==> config.mk <==
export PLATFORM = sky130hd
export DESIGN_NAME = conv_window_accum
export DESIGN_NICKNAME = d
export VERILOG_FILES = /design/src/rtl/conv_window_accum.sv
export SDC_FILE = /design/constraint.sdc
export NUM_CORES = 1
export LEC_CHECK = 0
export CAP_MARGIN = 20
export CORE_UTILIZATION = 55
export DETAILED_ROUTE_END_ITERATION = 12
export PLACE_DENSITY = 0.75
export SLEW_MARGIN = 25
export SYNTH_ARGS = -nofsm -noshare
export SYNTH_HDL_FRONTEND = slang
export SYNTH_SLANG_ARGS = --single-unit
==> constraint.sdc <==
create_clock -name clk -period 3.1 [get_ports clk]
set_input_delay 0.93 -clock clk [delete_from_list [all_inputs] [get_ports clk]]
set_output_delay 0.93 -clock clk [all_outputs]
set_load 0.02 [all_outputs]
==> src/rtl/conv_window_accum.sv <==
// K x K tap window filled one column per write; completing write launches a 3-stage adder tree
// (taps + bias, then ReLU/saturate). Result strobes 3 cycles after fire; no backpressure, never stalls.
module conv_window_accum #(
   parameter int DW = 16,
   parameter int K  = 3,
   parameter int OW = 16,
   parameter int CW = $clog2(K)
) (
   input  logic            clk,
   input  logic            rst_n,
   input  logic            in_valid,
   input  logic [CW-1:0]   in_col,
   input  logic [K*DW-1:0] in_data,
   input  logic            in_last,
   input  logic            flush,
   input  logic [OW-1:0]   bias,
   input  logic            relu_en,
   input  logic            sat_en,
   output logic            out_valid,
   output logic [OW-1:0]   out_data,
   output logic            out_last,
   output logic            out_ovf,
   output logic            col_err
);
   localparam int RW = DW + CW + 1;
   localparam int SW = DW + 2*CW + 2;
   localparam int AW = ((SW > OW) ? SW : OW) + 1;

   logic [DW-1:0] tap_q [K][K];
   logic [K-1:0]  mask_q, mask_d, mask_wr, mask_set;
   logic          last_pend_q, last_pend_d, last_set;
   logic          wr_legal, fire;
   logic          col_err_q;

   // ------------------------------------------------------------------
   // Column write / completion detection
   // ------------------------------------------------------------------
   assign wr_legal = in_valid && ({1'b0, in_col} < (CW+1)'(K));

   always_comb begin
      mask_wr = '0;
      for (int c = 0; c < K; c++)
         if (wr_legal && in_col == CW'(c)) mask_wr[c] = 1'b1;
   end

   // Flush clears first; a write in the same cycle then sets its own bit.
   assign mask_set    = (mask_q & {K{~flush}}) | mask_wr;
   assign last_set    = (last_pend_q & ~flush) | (wr_legal & in_last);
   assign fire        = wr_legal & (&mask_set);
   assign mask_d      = fire ? '0 : mask_set;
   assign last_pend_d = last_set & ~fire;

   always_ff @(posedge clk or negedge rst_n) begin
      if (!rst_n) begin
         mask_q      <= '0;
         last_pend_q <= 1'b0;
         col_err_q   <= 1'b0;
      end else begin
         mask_q      <= mask_d;
         last_pend_q <= last_pend_d;
         col_err_q   <= in_valid & ~wr_legal;
      end
   end

   always_ff @(posedge clk or negedge rst_n) begin
      if (!rst_n) begin
         for (int r = 0; r < K; r++)
            for (int c = 0; c < K; c++)
               tap_q[r][c] <= '0;
      end else begin
         for (int c = 0; c < K; c++)
            if (mask_wr[c])
               for (int r = 0; r < K; r++)
                  tap_q[r][c] <= in_data[r*DW +: DW];
      end
   end

   // ------------------------------------------------------------------
   // Fire capture: per-window controls travel alongside the sums
   // ------------------------------------------------------------------
   logic          fire_q, f_relu_q, f_sat_q, f_last_q;
   logic [OW-1:0] f_bias_q;

   always_ff @(posedge clk or negedge rst_n) begin
      if (!rst_n) begin
         fire_q   <= 1'b0;
         f_bias_q <= '0;
         f_relu_q <= 1'b0;
         f_sat_q  <= 1'b0;
         f_last_q <= 1'b0;
      end else begin
         fire_q <= fire;
         if (fire) begin
            f_bias_q <= bias;
            f_relu_q <= relu_en;
            f_sat_q  <= sat_en;
            f_last_q <= last_set;
         end
      end
   end

   // ------------------------------------------------------------------
   // S1: row sums. Taps are read before any write at this edge lands.
   // ------------------------------------------------------------------
   logic [RW-1:0] row_d [K];
   logic [RW-1:0] row_q [K];
   logic          s1_vld_q, s1_relu_q, s1_sat_q, s1_last_q;
   logic [OW-1:0] s1_bias_q;

   always_comb begin
      for (int r = 0; r < K; r++) begin
         row_d[r] = '0;
         for (int c = 0; c < K; c++)
            row_d[r] = row_d[r] + {{(RW-DW){tap_q[r][c][DW-1]}}, tap_q[r][c]};
      end
   end

   always_ff @(posedge clk or negedge rst_n) begin
      if (!rst_n) begin
         for (int r = 0; r < K; r++) row_q[r] <= '0;
         s1_vld_q  <= 1'b0;
         s1_bias_q <= '0;
         s1_relu_q <= 1'b0;
         s1_sat_q  <= 1'b0;
         s1_last_q <= 1'b0;
      end else begin
         s1_vld_q <= fire_q;
         if (fire_q) begin
            for (int r = 0; r < K; r++) row_q[r] <= row_d[r];
            s1_bias_q <= f_bias_q;
            s1_relu_q <= f_relu_q;
            s1_sat_q  <= f_sat_q;
            s1_last_q <= f_last_q;
         end
      end
   end

   // ------------------------------------------------------------------
   // S2: full-precision total; AW leaves headroom so nothing wraps here
   // ------------------------------------------------------------------
   logic [AW-1:0] sum_d, sum_q;
   logic          s2_vld_q, s2_relu_q, s2_sat_q, s2_last_q;

   always_comb begin
      sum_d = {{(AW-OW){s1_bias_q[OW-1]}}, s1_bias_q};
      for (int r = 0; r < K; r++)
         sum_d = sum_d + {{(AW-RW){row_q[r][RW-1]}}, row_q[r]};
   end

   always_ff @(posedge clk or negedge rst_n) begin
      if (!rst_n) begin
         sum_q     <= '0;
         s2_vld_q  <= 1'b0;
         s2_relu_q <= 1'b0;
         s2_sat_q  <= 1'b0;
         s2_last_q <= 1'b0;
      end else begin
         s2_vld_q <= s1_vld_q;
         if (s1_vld_q) begin
            sum_q     <= sum_d;
            s2_relu_q <= s1_relu_q;
            s2_sat_q  <= s1_sat_q;
            s2_last_q <= s1_last_q;
         end
      end
   end

   // ------------------------------------------------------------------
   // S3: ReLU, then saturate or wrap to OW bits
   // ------------------------------------------------------------------
   localparam logic [OW-1:0] MAX_V = {1'b0, {(OW-1){1'b1}}};
   localparam logic [OW-1:0] MIN_V = {1'b1, {(OW-1){1'b0}}};

   logic          sum_neg, sum_fits, ovf_d;
   logic [OW-1:0] res_d;
   logic          out_valid_q, out_last_q, out_ovf_q;
   logic [OW-1:0] out_data_q;

   // Representable in OW bits iff all bits from OW-1 upward agree with the sign.
   assign sum_neg  = sum_q[AW-1];
   assign sum_fits = (&sum_q[AW-1:OW-1]) | ~(|sum_q[AW-1:OW-1]);

   always_comb begin
      res_d = sum_q[OW-1:0];
      ovf_d = 1'b0;
      if (s2_relu_q && sum_neg) begin
         res_d = '0;
      end else if (!sum_fits) begin
         ovf_d = 1'b1;
         if (s2_sat_q) res_d = sum_neg ? MIN_V : MAX_V;
      end
   end

   always_ff @(posedge clk or negedge rst_n) begin
      if (!rst_n) begin
         out_valid_q <= 1'b0;
         out_data_q  <= '0;
         out_last_q  <= 1'b0;
         out_ovf_q   <= 1'b0;
      end else begin
         out_valid_q <= s2_vld_q;
         if (s2_vld_q) begin
            out_data_q <= res_d;
            out_last_q <= s2_last_q;
            out_ovf_q  <= ovf_d;
         end
      end
   end

   assign out_valid = out_valid_q;
   assign out_data  = out_data_q;
   assign out_last  = out_last_q;
   assign out_ovf   = out_ovf_q;
   assign col_err   = col_err_q;

endmodule

After elaboration in Yosys (flattened, before gate mapping) --
Index checks and enable logic that the tools add are counted.
Word-level totals: latch bits 0, logic and storage cells 78, memory bits (read-only) 0, output and inout bits 20, RAM bits 0, memories kept 0, bits in registers 289
Operators by class: order comparisons 1, add/sub/neg operators 9, mux-type cells 10, shift-type cells 0, eq/ne operators 2, reduce and logical (&&, ||, !) cells 9, multipliers 0, divide/modulo/power cells 0, bitwise logic cells 13
Operator list (count):
- 16-bit 2-to-1 mux | 4
- 17-bit by 16-bit adder with 18-bit output | 3
- 16-bit by 16-bit adder with 17-bit output | 3
- 20-bit by 18-bit adder with 21-bit output | 1
- 19-bit by 18-bit adder with 20-bit output | 1
- 16-bit by 18-bit adder with 19-bit output | 1
- 8-bit AND reduction | 1
- 8-bit OR reduction | 1
- 1-bit bitwise AND | 5
- 1-bit logical AND | 5
- 1-bit 2-to-1 mux | 5
- 1-bit inverter | 4
- 3-bit bitwise AND | 1
- 3-bit 2-to-1 mux | 1
- 3-bit bitwise OR | 1
- 3-bit AND reduction | 1
- 2-bit by 1-bit equality test with 1-bit output, second input constant | 1
- 2-bit equality test, second input constant | 1
- 2-bit logical NOT | 1
- 2-bit less-than comparator, second input constant | 1
- 1-bit bitwise OR | 2

Depth between registers and ports, before layout --
depth after elaboration 9, gate-level depth with buffers 13, gate-level depth less buffers 13

Worst setup path after synthesis --
No wires, ideal clock.
path type register to register, start register row_q[1] (netlist name), end register sum_q[15], arrival time 3.267 ns, stages on the path, launching flop included 14, data required time 2.976 ns, period minus slack after synthesis 3.391 ns, path slack -0.291 ns, path through dfrtp_1 > inv_1 > fa_1 > inv_1 > fa_1 > ha_1 > inv_1 > fa_1 > nor2b_1 > o211ai_1 > a21boi_0 > o21ai_0 > o2111a_1 > a211o_1
On the way: cells in the longest elaborated chain, start to end 1
RTL lines:
- start, declared | line 106 | logic [RW-1:0] row_q [K];
- 20-bit by 18-bit adder with 21-bit output | line 147 | sum_d = sum_d + {{(AW-RW){row_q[r][RW-1]}}, row_q[r]};
- end signal, assigned | line 160 | sum_q <= sum_d;
- end, declared | line 141 | logic [AW-1:0] sum_d, sum_q;
Every way passes these cells. A chain may end at the register's enable or synchronous reset.

Worst setup path after layout --
Ends and elaborated chain as after synthesis.

==> results.md <==
* Status: finished with violations
* Failing checks: negative setup slack
* Share of cells above drive strength 1 at 22.3%
* Clk_skew at 13.1 ps
* Layout Nets at 1755
* Most frequent cells in the layout: 286 x dfrtp_1, 177 x mux2_2, 143 x inv_1, 104 x o21ai_0, 91 x clkdlybuf4s50_1
* Mapped Avg Cell Area at 11.6 µm²
* Crit-path leading delay family: adder cells
* DR vias at 10800
* Synth top area cells: dfrtp_1 45%, mux2_2 13%, fa_1 11%
* Predominant post-synthesis flop cell: dfrtp_1
* Period utilization at 107%
* Cts bufs inserted at 30
* Area of the multi-input gates at 0.00819 mm²
* Worst setup path category: flop to flop
* Pin count of the biggest net entering global routing at 126
* Least-Margin Pin Slew at 953 ps
* ANT cells at 0
* Slew Limit Fails at 0
* VDD IR max at 0.585 mV
* Clock slew at reported path FFs at 60 ps
* P_sw at 6920 µW
* Routability congestion estimate at 0.921
* Die span in x at 172 µm
* Final setup viols at 11
* Reg area at 0.00719 mm²
* Clock network latency to the later pin of the worst-skew pair at 560 ps
* FMAX at 0.301 GHz
* CP most frequent cell: inv_2
* Hold crit path type: primary input to asynchronous set/reset pin
* Area Growth Syn to Fin at 19.0%
* Total Wirelength at 34.4 mm
* Clock power share at 19.8%
* Crit path cell chain: inv_2 -> fa_1 -> inv_2 -> fa_1 -> ha_2 -> inv_2 -> fa_2 -> nor2b_2 -> o211ai_1 -> a21boi_2 -> o21ai_2 -> o2111a_1 -> a211o_1
* Mapped Cells at 1375
* Max-cap violation count at 0
* Initial antenna violation count at 0
* CP arrival at 3780 ps
* Rows at 61
* WP buf/inv at 3
* CP max stage delay at 570 ps
* Iter 0 DRT Violations at 620
* Die area at 0.0296 mm²
* Unrepaired setup endpoints after global routing: yes
* Power Dens Cells at 933 mW/mm²
* Cell variety after synth at 61
* Seq/Total Area, Yosys at 45.1%
* Number of global-route vias before repair at 11300
* Synth Warn # at 0
* Die Height at 172 µm
* Yosys top cell area share at 45.1%
* # IOs at 93
* Asr flop ratio synth at 100%
* Final hold viol count at 0
* Sw Share at 39.2%
* Top cell type by total area after synthesis: dfrtp_1
* Seq pwr share at 28.0%
* Logic pwr share at 52.2%
* Int Power at 10800 µW
* Setup TNS at -1400 ps
* WP data required at 3550 ps
* Leakage Power at 0.00841 µW
* # clock sinks at 287
* CP startpoint kind: flop
* Clock H-tree levels at 1
* Initial Utilization at 56.6%
* Min cycle time layout at 3330 ps
* Clock root buffer: clkbuf_16
* DRT Pass-1 Iters at 5
* CP Capture Type: flop
* Core Area at 0.0282 mm²
* Final HPWL DP at 25.1 mm
* Slowest cell on crit path: fa_1
* Most common cell after layout, fill and taps aside: dfrtp_1
* Relative slew slack at 36.0%
* Syn nets at 1604
* IO Port Bufs at 92
* Final WS setup at -227 ps
* GRT Total Usage at 24.5%
* First-pass GRT wire length at 56.9 mm
* Number of synthesized register bits at 287
* DR WL/cell at 17.9 µm
* DR vias/cell at 5.62
* Grt ovf at 0
* Antenna-violating nets left at 0
* TritonCTS clock tree: yes
* Synthesized area at 0.0159 mm²
* Number of flops mapped to enable cells by yosys at 0
* # fillers at 2015
* Max Buffers Root-to-Sink at 3
* DRC viols at 0
* CP Max Fanout at 3
* Final Core Density at 67.3%
==> power groups by stage <==
stage	clock [µW]	sequential (µW)	combinational [µW]
6_report	3500	4950	9230
5_1_grt	3720	5050	10200
4_1_cts	3570	4940	9020
3_5_place_dp	0	5000	8700
3_3_place_gp	0	4960	8430
2_1_floorplan	0	4890	6040
==> stage by stage <==
| step | std cells | instance area (µm²) | hold slack [ps] | worst slack [ps] | power (µW) |
|---|---|---|---|---|---|
| floorplan | 1375 | 15900 | 352 | -57.4 | 10900 |
| global placement | 1864 | 17800 | 468 | -191 | 13400 |
| detailed placement | 1864 | 17800 | 473 | -275 | 13700 |
| CTS | 1923 | 18900 | 318 | -154 | 17500 |
| global route | 1925 | 19000 | 336 | -332 | 18900 |
| finish | 1925 | 19000 | 305 | -227 | 17700 |
==> final cells by class <==
type,count,share of cell area [%]
inverters,150,2.97
well taps,378,2.50
multi-input cells,891,43.2
clock inverters,9,0.548
repair buffers,166,8.36
clock buffers,44,4.51
flip-flops and latches,287,37.9
==> path summary, 6_finish.rpt <==
path                                                from                        end  slack, ps  cells past startpoint
worst max-delay path                row_q[1]$_DFFE_PN0P_      sum_q[15]$_DFFE_PN0P_       -230                     13
worst min-delay path                               rst_n         s2_vld_q$_DFF_PN0_        310                      1
worst max register to register      row_q[1]$_DFFE_PN0P_      sum_q[15]$_DFFE_PN0P_       -230                     13
worst min register to register  f_bias_q[11]$_DFFE_PN0P_  s1_bias_q[11]$_DFFE_PN0P_        480                      2
max in group asynchronous                          rst_n       tap_q[4]$_DFFE_PN0P_       1900                      2
min in group clk                f_bias_q[11]$_DFFE_PN0P_  s1_bias_q[11]$_DFFE_PN0P_        480                      2
==> cells in the mapped netlist, drive strengths merged, types with 3 or more instances <==
cell type and count:
xnor2 29, nand2b 8, nand2 77, nand3b 5
nor2 46, mux2i 16, a211o 4, dfrtp 287
a21oi 55, a31oi 9, nor3b 3, clkbuf 34
nand3 12, o211ai 29, o21bai 8, o2bb2ai 3
xor2 16, o31ai 3, a31o 5, nor2b 6
nand4 6, o21ai 111, a21boi 3, fa 88
o22ai 8, a2111o 3, mux2 183, ha 68
nor3 11, inv 150, a211oi 20, a21o 15
or3 3, and3 3, and2 4, nor4 5
buf 13
==> worst reg2reg max path, stage by stage (launching register included) <==
cell and delay [ps]:
dfrtp_1 350, inv_2 50, fa_1 570, inv_2 50, fa_1 490, ha_2 190, inv_2 40, fa_2 350
nor2b_2 140, o211ai_1 150, a21boi_2 240, o21ai_2 100, o2111a_1 250, a211o_1 260
==> logic make-up (layout without fill, tap and decap cells) <==
family	after synthesis	in the layout	synth area share, %
multiplexers	199	199	13.9
flip-flops	287	287	45.1
buffers and inverters	197	369	4.71
XOR/XNOR	45	45	2.47
AO/OA/AOI/OAI	294	294	11.5
AND/OR/NAND/NOR	197	197	5.93
adder cells (fa/ha/maj)	156	156	16.4
==> repair_timing <==
action | in CTS | in global routing
buffers inserted | 6 | 3
pin swaps | 15 | 15
hold buffers | 0 | 0
setup endpoints to repair | 16 | 18
resized for setup | 26 | 20
==> sequential cells by signal, summed over array words and instances (netlist names) <==
name,cells
col_err,1
f_bias_q,16
f_last_q,1
f_relu_q,1
f_sat_q,1
fire_q,1
last_pend_q,1
mask_q,3
out_data,16
out_last,1
out_ovf,1
out_valid,1
row_q,54
s1_bias_q,16
s1_last_q,1
s1_relu_q,1
s1_sat_q,1
s1_vld_q,1
s2_last_q,1
s2_relu_q,1
s2_sat_q,1
s2_vld_q,1
sum_q,21
tap_q,144
==> layer usage <==
layer	GRT usage (%)	part of all wire (%)
met1	32.7	43
met2	41.5	50
met3	3.25	3.9
met4	8.20	3.1
met5	0	0
Note: power is estimated with default switching activity, not from simulation.
